[src/rtl/ara_pkg.sv]
// rtl/ara_pkg.sv - shared types for the AXI read-alignment tracker
//
// align_track_t : one outstanding AR burst as seen by the R-path shifters.
//   offset : AR address low bits, zero-extended to AlignOffsetW
//            (AlignOffsetW = 8 covers data widths up to 2048 bits).
//   valid  : entry holds a burst that stage 0 has not yet retired.
package ara_pkg;

    localparam int unsigned AlignOffsetW = 8;

    typedef struct packed {
        logic [AlignOffsetW-1:0] offset;
        logic                    valid;
    } align_track_t;

endpackage

[src/rtl/align_ctrl.sv]
// rtl/align_ctrl.sv - per-stage byte-rotation control for misaligned AXI reads
//
// Optional feature macro: ALIGN_CTRL_PERF_EN (enables perf_shifted_o counter).
//
// Ports:
//   clk_i, rst_ni    clock, asynchronous active-low reset
//   ar_valid_i       upstream AR valid
//   ar_offset_i      AR address low bits (one bit per rotate stage)
//   ar_ready_i       downstream AR ready
//   ar_ready_o       AR ready to upstream (ar_ready_i gated by tracker space)
//   r_last_hs_i      per stage: last R beat of a burst handshaked at that stage
//   shift_en_o       per stage: rotate-by-2^s bytes enable for current burst
//   be_o             byte mask for the burst currently at stage 0
//   full_o, empty_o  tracker occupancy status
//   perf_shifted_o   accepted bursts with nonzero offset (0 when feature off)
module align_ctrl
    import ara_pkg::*;
#(
    parameter int unsigned NumTrackers  = 8,
    parameter int unsigned AxiDataWidth = 64
) (
    input  logic                                  clk_i,
    input  logic                                  rst_ni,
    input  logic                                  ar_valid_i,
    input  logic [$clog2(AxiDataWidth/8)-1:0]     ar_offset_i,
    input  logic                                  ar_ready_i,
    output logic                                  ar_ready_o,
    input  logic [$clog2(AxiDataWidth/8)-1:0]     r_last_hs_i,
    output logic [$clog2(AxiDataWidth/8)-1:0]     shift_en_o,
    output logic [AxiDataWidth/8-1:0]             be_o,
    output logic                                  full_o,
    output logic                                  empty_o,
    output logic [31:0]                           perf_shifted_o
);

    localparam int unsigned StrbW     = AxiDataWidth / 8;
    localparam int unsigned NumStages = $clog2(StrbW);
    localparam int unsigned PtrW      = $clog2(NumTrackers);
    localparam int unsigned CntW      = PtrW + 1;

    align_track_t          entries_q [NumTrackers];
    logic [PtrW-1:0]       wptr_q;
    logic [PtrW-1:0]       rptr_q    [NumStages];
    logic [CntW-1:0]       count_q;

    align_track_t          head      [NumStages];
    logic [NumStages-1:0]  adv;
    logic                  push;
    logic                  pop;

    assign full_o     = (count_q == CntW'(NumTrackers));
    assign empty_o    = (count_q == '0);
    // No bypass: a pop in the same cycle does not free a slot for a push.
    assign ar_ready_o = ar_ready_i & ~full_o;
    assign push       = ar_valid_i & ar_ready_o;
    assign pop        = adv[0];

    // Each stage looks at its own entry; a pulse on an invalid entry is dropped
    // so a stray last-beat can never run a stage pointer past the write pointer.
    always_comb begin
        adv        = '0;
        shift_en_o = '0;
        for (int s = 0; s < NumStages; s++) begin
            head[s]       = entries_q[rptr_q[s]];
            adv[s]        = r_last_hs_i[s] & head[s].valid;
            shift_en_o[s] = head[s].valid & head[s].offset[s];
        end
        be_o = {StrbW{1'b1}};
        if (head[0].valid) begin
            be_o = {StrbW{1'b1}} >> head[0].offset;
        end
    end

    always_ff @(posedge clk_i or negedge rst_ni) begin
        if (!rst_ni) begin
            for (int i = 0; i < NumTrackers; i++) begin
                entries_q[i] <= '0;
            end
            for (int s = 0; s < NumStages; s++) begin
                rptr_q[s] <= '0;
            end
            wptr_q  <= '0;
            count_q <= '0;
        end else begin
            // Push and pop never target the same slot: pop needs a valid
            // entry (count>0) and push needs a free one (count<NumTrackers).
            if (pop) begin
                entries_q[rptr_q[0]].valid <= 1'b0;
            end
            if (push) begin
                entries_q[wptr_q] <= '{offset: AlignOffsetW'(ar_offset_i), valid: 1'b1};
                wptr_q            <= wptr_q + PtrW'(1);
            end
            for (int s = 0; s < NumStages; s++) begin
                if (adv[s]) begin
                    rptr_q[s] <= rptr_q[s] + PtrW'(1);
                end
            end
            case ({push, pop})
                2'b10:   count_q <= count_q + CntW'(1);
                2'b01:   count_q <= count_q - CntW'(1);
                default: count_q <= count_q;
            endcase
        end
    end

`ifdef ALIGN_CTRL_PERF_EN
    logic [31:0] perf_q;

    always_ff @(posedge clk_i or negedge rst_ni) begin
        if (!rst_ni) begin
            perf_q <= '0;
        end else if (push && (ar_offset_i != '0)) begin
            perf_q <= perf_q + 32'd1;
        end
    end

    assign perf_shifted_o = perf_q;
`else
    assign perf_shifted_o = '0;
`endif

endmodule

[config.mk]
export PLATFORM = sky130hd
export DESIGN_NAME = align_ctrl
export DESIGN_NICKNAME = d
export VERILOG_FILES = /design/src/rtl/ara_pkg.sv /design/src/rtl/align_ctrl.sv
export SDC_FILE = /design/constraint.sdc
export NUM_CORES = 1
export LEC_CHECK = 0
export BUFFER_PORTS_ARGS = -buffer_cell sky130_fd_sc_hd__buf_2
export CAP_MARGIN = 20
export CELL_PAD_IN_SITES_DETAIL_PLACEMENT = 1
export CELL_PAD_IN_SITES_GLOBAL_PLACEMENT = 1
export CORE_AREA = 8 8 140 103
export CTS_BUF_LIST = sky130_fd_sc_hd__clkbuf_8
export DETAILED_ROUTE_END_ITERATION = 16
export DIE_AREA = 0 0 148 111
export PLACE_DENSITY_LB_ADDON = 0.25
export REMOVE_ABC_BUFFERS = 1
export SLEW_MARGIN = 20
export SYNTH_ARGS = -nofsm -noshare
export SYNTH_HDL_FRONTEND = slang
export SYNTH_SLANG_ARGS = --single-unit
export TNS_END_PERCENT = 30
[constraint.sdc]
create_clock -name clk_i -period 3.7 [get_ports clk_i]
set_input_delay 1.11 -clock clk_i [delete_from_list [all_inputs] [get_ports clk_i]]
set_output_delay 1.11 -clock clk_i [all_outputs]
set_load 0.02 [all_outputs]
==> flow_metrics.tcl <==
set metrics [dict create \
    insertedDiodeCount 0 \
    worstSetupStartpointType "flip-flop" \
    synthArstFlopShare 1.000 \
    antenna_violations_before_repair 0 \
    syn_area_per_cell_um2 11.27 \
    final_nets 313 \
    max-clock-path-buffers 2 \
    yosysWarnings 0 \
    first_pass_iteration_count_of_the_detailed_router 4 \
    most_common_library_cell_in_the_layout_ignoring_fill_and_taps "sky130_fd_sc_hd__dfrtp_1" \
    synth_area_leader_cell "sky130_fd_sc_hd__dfrtp_1" \
    drtIter0Drc 105 \
    initial_utilization 0.2463 \
    hold_crit_path_type "reg -> reg" \
    combinationalPowerShare 0.514 \
    cp.required_ns 2.59 \
    category_of_the_worst_setup_path_capture_point "output pin" \
    slew_headroom 0.4085 \
    grt_util_met1 0.1472 \
    drive_above_1_share 0.2963 \
    route.detailed.wl_per_inst_um 16.52 \
    fin_area_um2 3332 \
    cts.reportedPaths.clkPinSlew_ns 0.10 \
    wirelength_um 7584 \
    final_core_util 0.2739 \
    fraction_of_the_cycle_the_final_worst_path_needs 0.9225 \
    finalHoldViolations 0 \
    hold_slack_ns 0.5035 \
    clock_sinks 48 \
    grt_usage 0.09768 \
    clock_skew_ns 0.007743 \
    cts-htree-levels 2 \
    post-route-drc-count 0 \
    globalRouteMet2Util 0.1369 \
    rsz0062_at_grt "no" \
    dp_hpwl_um 5956 \
    grt.busiest_layer "met1" \
    synth_sequential_area_ratio 0.4008 \
    yosys-top-cells-area "sky130_fd_sc_hd__dfrtp_1 40%, sky130_fd_sc_hd__mux2_2 11%, sky130_fd_sc_hd__buf_4 9.0%" \
    dieArea_um2 16430 \
    mapped_cell_area_um2 2997 \
    synth-edff-count 0 \
    floorplan.die.width_um 148 \
    power-per-cell-area_nw_per_um2 982.3 \
    p_int_w 0.001836 \
    postSynthRegisterBits 48 \
    post_drt_via_cell_ratio 4.394 \
    die_height_um 111 \
    setup_viol 0 \
    maximum_number_of_pins_on_one_net_before_global_route_repair 32 \
    routabilityCongestion 0.7666 \
    period_minus_slack_ns 3.413 \
    synth_flop_cell "sky130_fd_sc_hd__dfrtp_1" \
    core_box_area_um2 12170 \
    drv.max_cap_violation_count 0 \
    placement.io_buffers 22 \
    ctsHoldBuffers 0 \
    leakagePower_nw 1.460 \
    route.antenna.remaining_nets 0 \
    placed_area_um2 3214 \
    sw_frac_of_total 0.4392 \
    critical_path_fanouts_max 19 \
    number_of_global_route_vias_before_repair 2106 \
    power.clock.fraction 0.124 \
    clk_lat_worst_skew_ns 0.31 \
    grt_overflow 0 \
    sequentialPowerShare 0.362 \
    clk_root_buffer_cell "sky130_fd_sc_hd__clkbuf_8" \
    postSynthCellCount 266 \
    setup_total_neg_slack_ns 0 \
    irDropWorstVdd_mv 0.2482 \
    areaGrowthSynthToFinish_pct 11.19 \
    worst_path_arrival_time_ns 2.30 \
    num_rows 34 \
    synth.lib_cells_used.distinct 36 \
    worst_margin_pin_slew_ns 0.8805 \
    synthDominantCellAreaShare 0.4008 \
    boundaryPins 56 \
    final-max-slew-violation-count 0 \
    final_cell_mix "47 x sky130_fd_sc_hd__dfrtp_1, 33 x sky130_fd_sc_hd__conb_1, 30 x sky130_fd_sc_hd__mux2_2" \
    grt_pass1_wl_um 12630 \
    grt.met3_usage 0.02569 \
    tritoncts.num_buffers 5 \
    critical_path_class "reg -> out" \
    max_clock_freq_mhz 293.0 \
    rrSetupSlack_ns 0.77 \
    cts_tree "yes" \
    run_status "finished clean" \
    vias 2017 \
    p_switching_w 0.001437 \
]
[what timing repair did]
item | 4_1_cts | 5_1_grt
resized for setup | 1 | 0
buffers inserted | 0 | 0
setup endpoints to repair | 1 | 0
[sequential cells by signal, indices dropped and copies added, names as in the netlist]
register,count
rptr_q,9
wptr_q,3
entries_q,32
count_q,4
[critical path, cell delays in order, from the launching register on]
cell	delay [ns]
sky130_fd_sc_hd__dfrtp_2	0.66
sky130_fd_sc_hd__mux4_2	0.55
sky130_fd_sc_hd__mux2i_1	0.31
sky130_fd_sc_hd__nor2_1	0.10
sky130_fd_sc_hd__o21ai_0	0.17
sky130_fd_sc_hd__buf_2	0.19
[cell usage after synthesis, types with 2 or more instances]
master                     number
sky130_fd_sc_hd__dfrtp_1       48
sky130_fd_sc_hd__buf_4         36
sky130_fd_sc_hd__mux2_2        30
sky130_fd_sc_hd__mux2i_1       15
sky130_fd_sc_hd__nor2_1        15
sky130_fd_sc_hd__nand2_1       14
sky130_fd_sc_hd__mux4_2        11
sky130_fd_sc_hd__nand3_1       10
sky130_fd_sc_hd__nor3_1        10
sky130_fd_sc_hd__a21oi_1        9
sky130_fd_sc_hd__ha_1           7
sky130_fd_sc_hd__xnor2_1        7
sky130_fd_sc_hd__xor2_1         6
sky130_fd_sc_hd__buf_2          4
sky130_fd_sc_hd__inv_1          4
sky130_fd_sc_hd__nand2b_1       4
sky130_fd_sc_hd__nor3b_1        4
sky130_fd_sc_hd__nor4_1         4
sky130_fd_sc_hd__o21ai_0        4
sky130_fd_sc_hd__a211oi_1       2
sky130_fd_sc_hd__conb_1         2
sky130_fd_sc_hd__nand4_1        2
sky130_fd_sc_hd__nand4b_1       2
sky130_fd_sc_hd__nor2b_1        2
sky130_fd_sc_hd__nor4b_2        2
sky130_fd_sc_hd__or2_2          2
[power groups by stage]
stage / Sequential (W) / Clock (W) / Combinational [W]
after floorplan: 0.00107 / 0 / 0.00128
after global placement: 0.00119 / 0 / 0.00167
after detailed placement: 0.00120 / 0 / 0.00171
after CTS: 0.00119 / 0.000422 / 0.00171
after global routing: 0.00125 / 0.000442 / 0.00186
final: 0.00118 / 0.000405 / 0.00168
[per-layer routing]
metal | vias to the layer above | wire [µm]
li1 | 949 | -
met4 | 0 | 26
met2 | 25 | 3223
met3 | 5 | 220
met5 | - | 0
met1 | 1038 | 4113
[logic make-up (layout without fill, tap and decap cells)]
| logic type | Yosys count | count (layout) | share of synthesized area |
|---|---|---|---|
| and+or+nand+nor | 77 | 77 | 0.1466 |
| muxes | 56 | 56 | 0.2455 |
| DFF | 48 | 48 | 0.4008 |
| buffers and inverters | 45 | 45 | 0.1031 |
| AOI/OAI and AO/OA | 18 | 18 | 0.03424 |
| xor gates and xnor gates | 13 | 13 | 0.03800 |
| adders and majority gates | 7 | 7 | 0.02923 |
| other | 2 | 33 | 0.002506 |
[area by class of cell]
class	count	area (µm²)
clock buffer	5	68.82
clock inverter	3	47.55
fill	1424	8835
inverter	4	15.01
multi-input combinational	204	1603
sequential	48	1202
tap	162	202.7
timing repair buffer	33	192.7
[worst paths after layout]
check	startpoint	endpoint	depth (start not counted)
hold reg to reg	wptr_q[2]	wptr_q[2]	1
min in group asynchronous	rst_ni	rptr_q[0]	1
hold / removal	wptr_q[2]	wptr_q[2]	1
max in group asynchronous	rst_ni	rptr_q[8]	2
setup / recovery	rptr_q[6]	be_o[5]	5
setup reg to reg	rptr_q[6]	count_q[3]	7
[per-stage QoR]
stage	instances	power [W]	setup slack [ns]
after floorplan	256	0.002348	0.4370
after global placement	451	0.002868	0.4304
after detailed placement	451	0.002904	0.3552
after CTS	459	0.003319	0.2496
after global routing	459	0.003557	0.04749
final	459	0.003273	0.2868
Power figures use the tool's default switching activity.
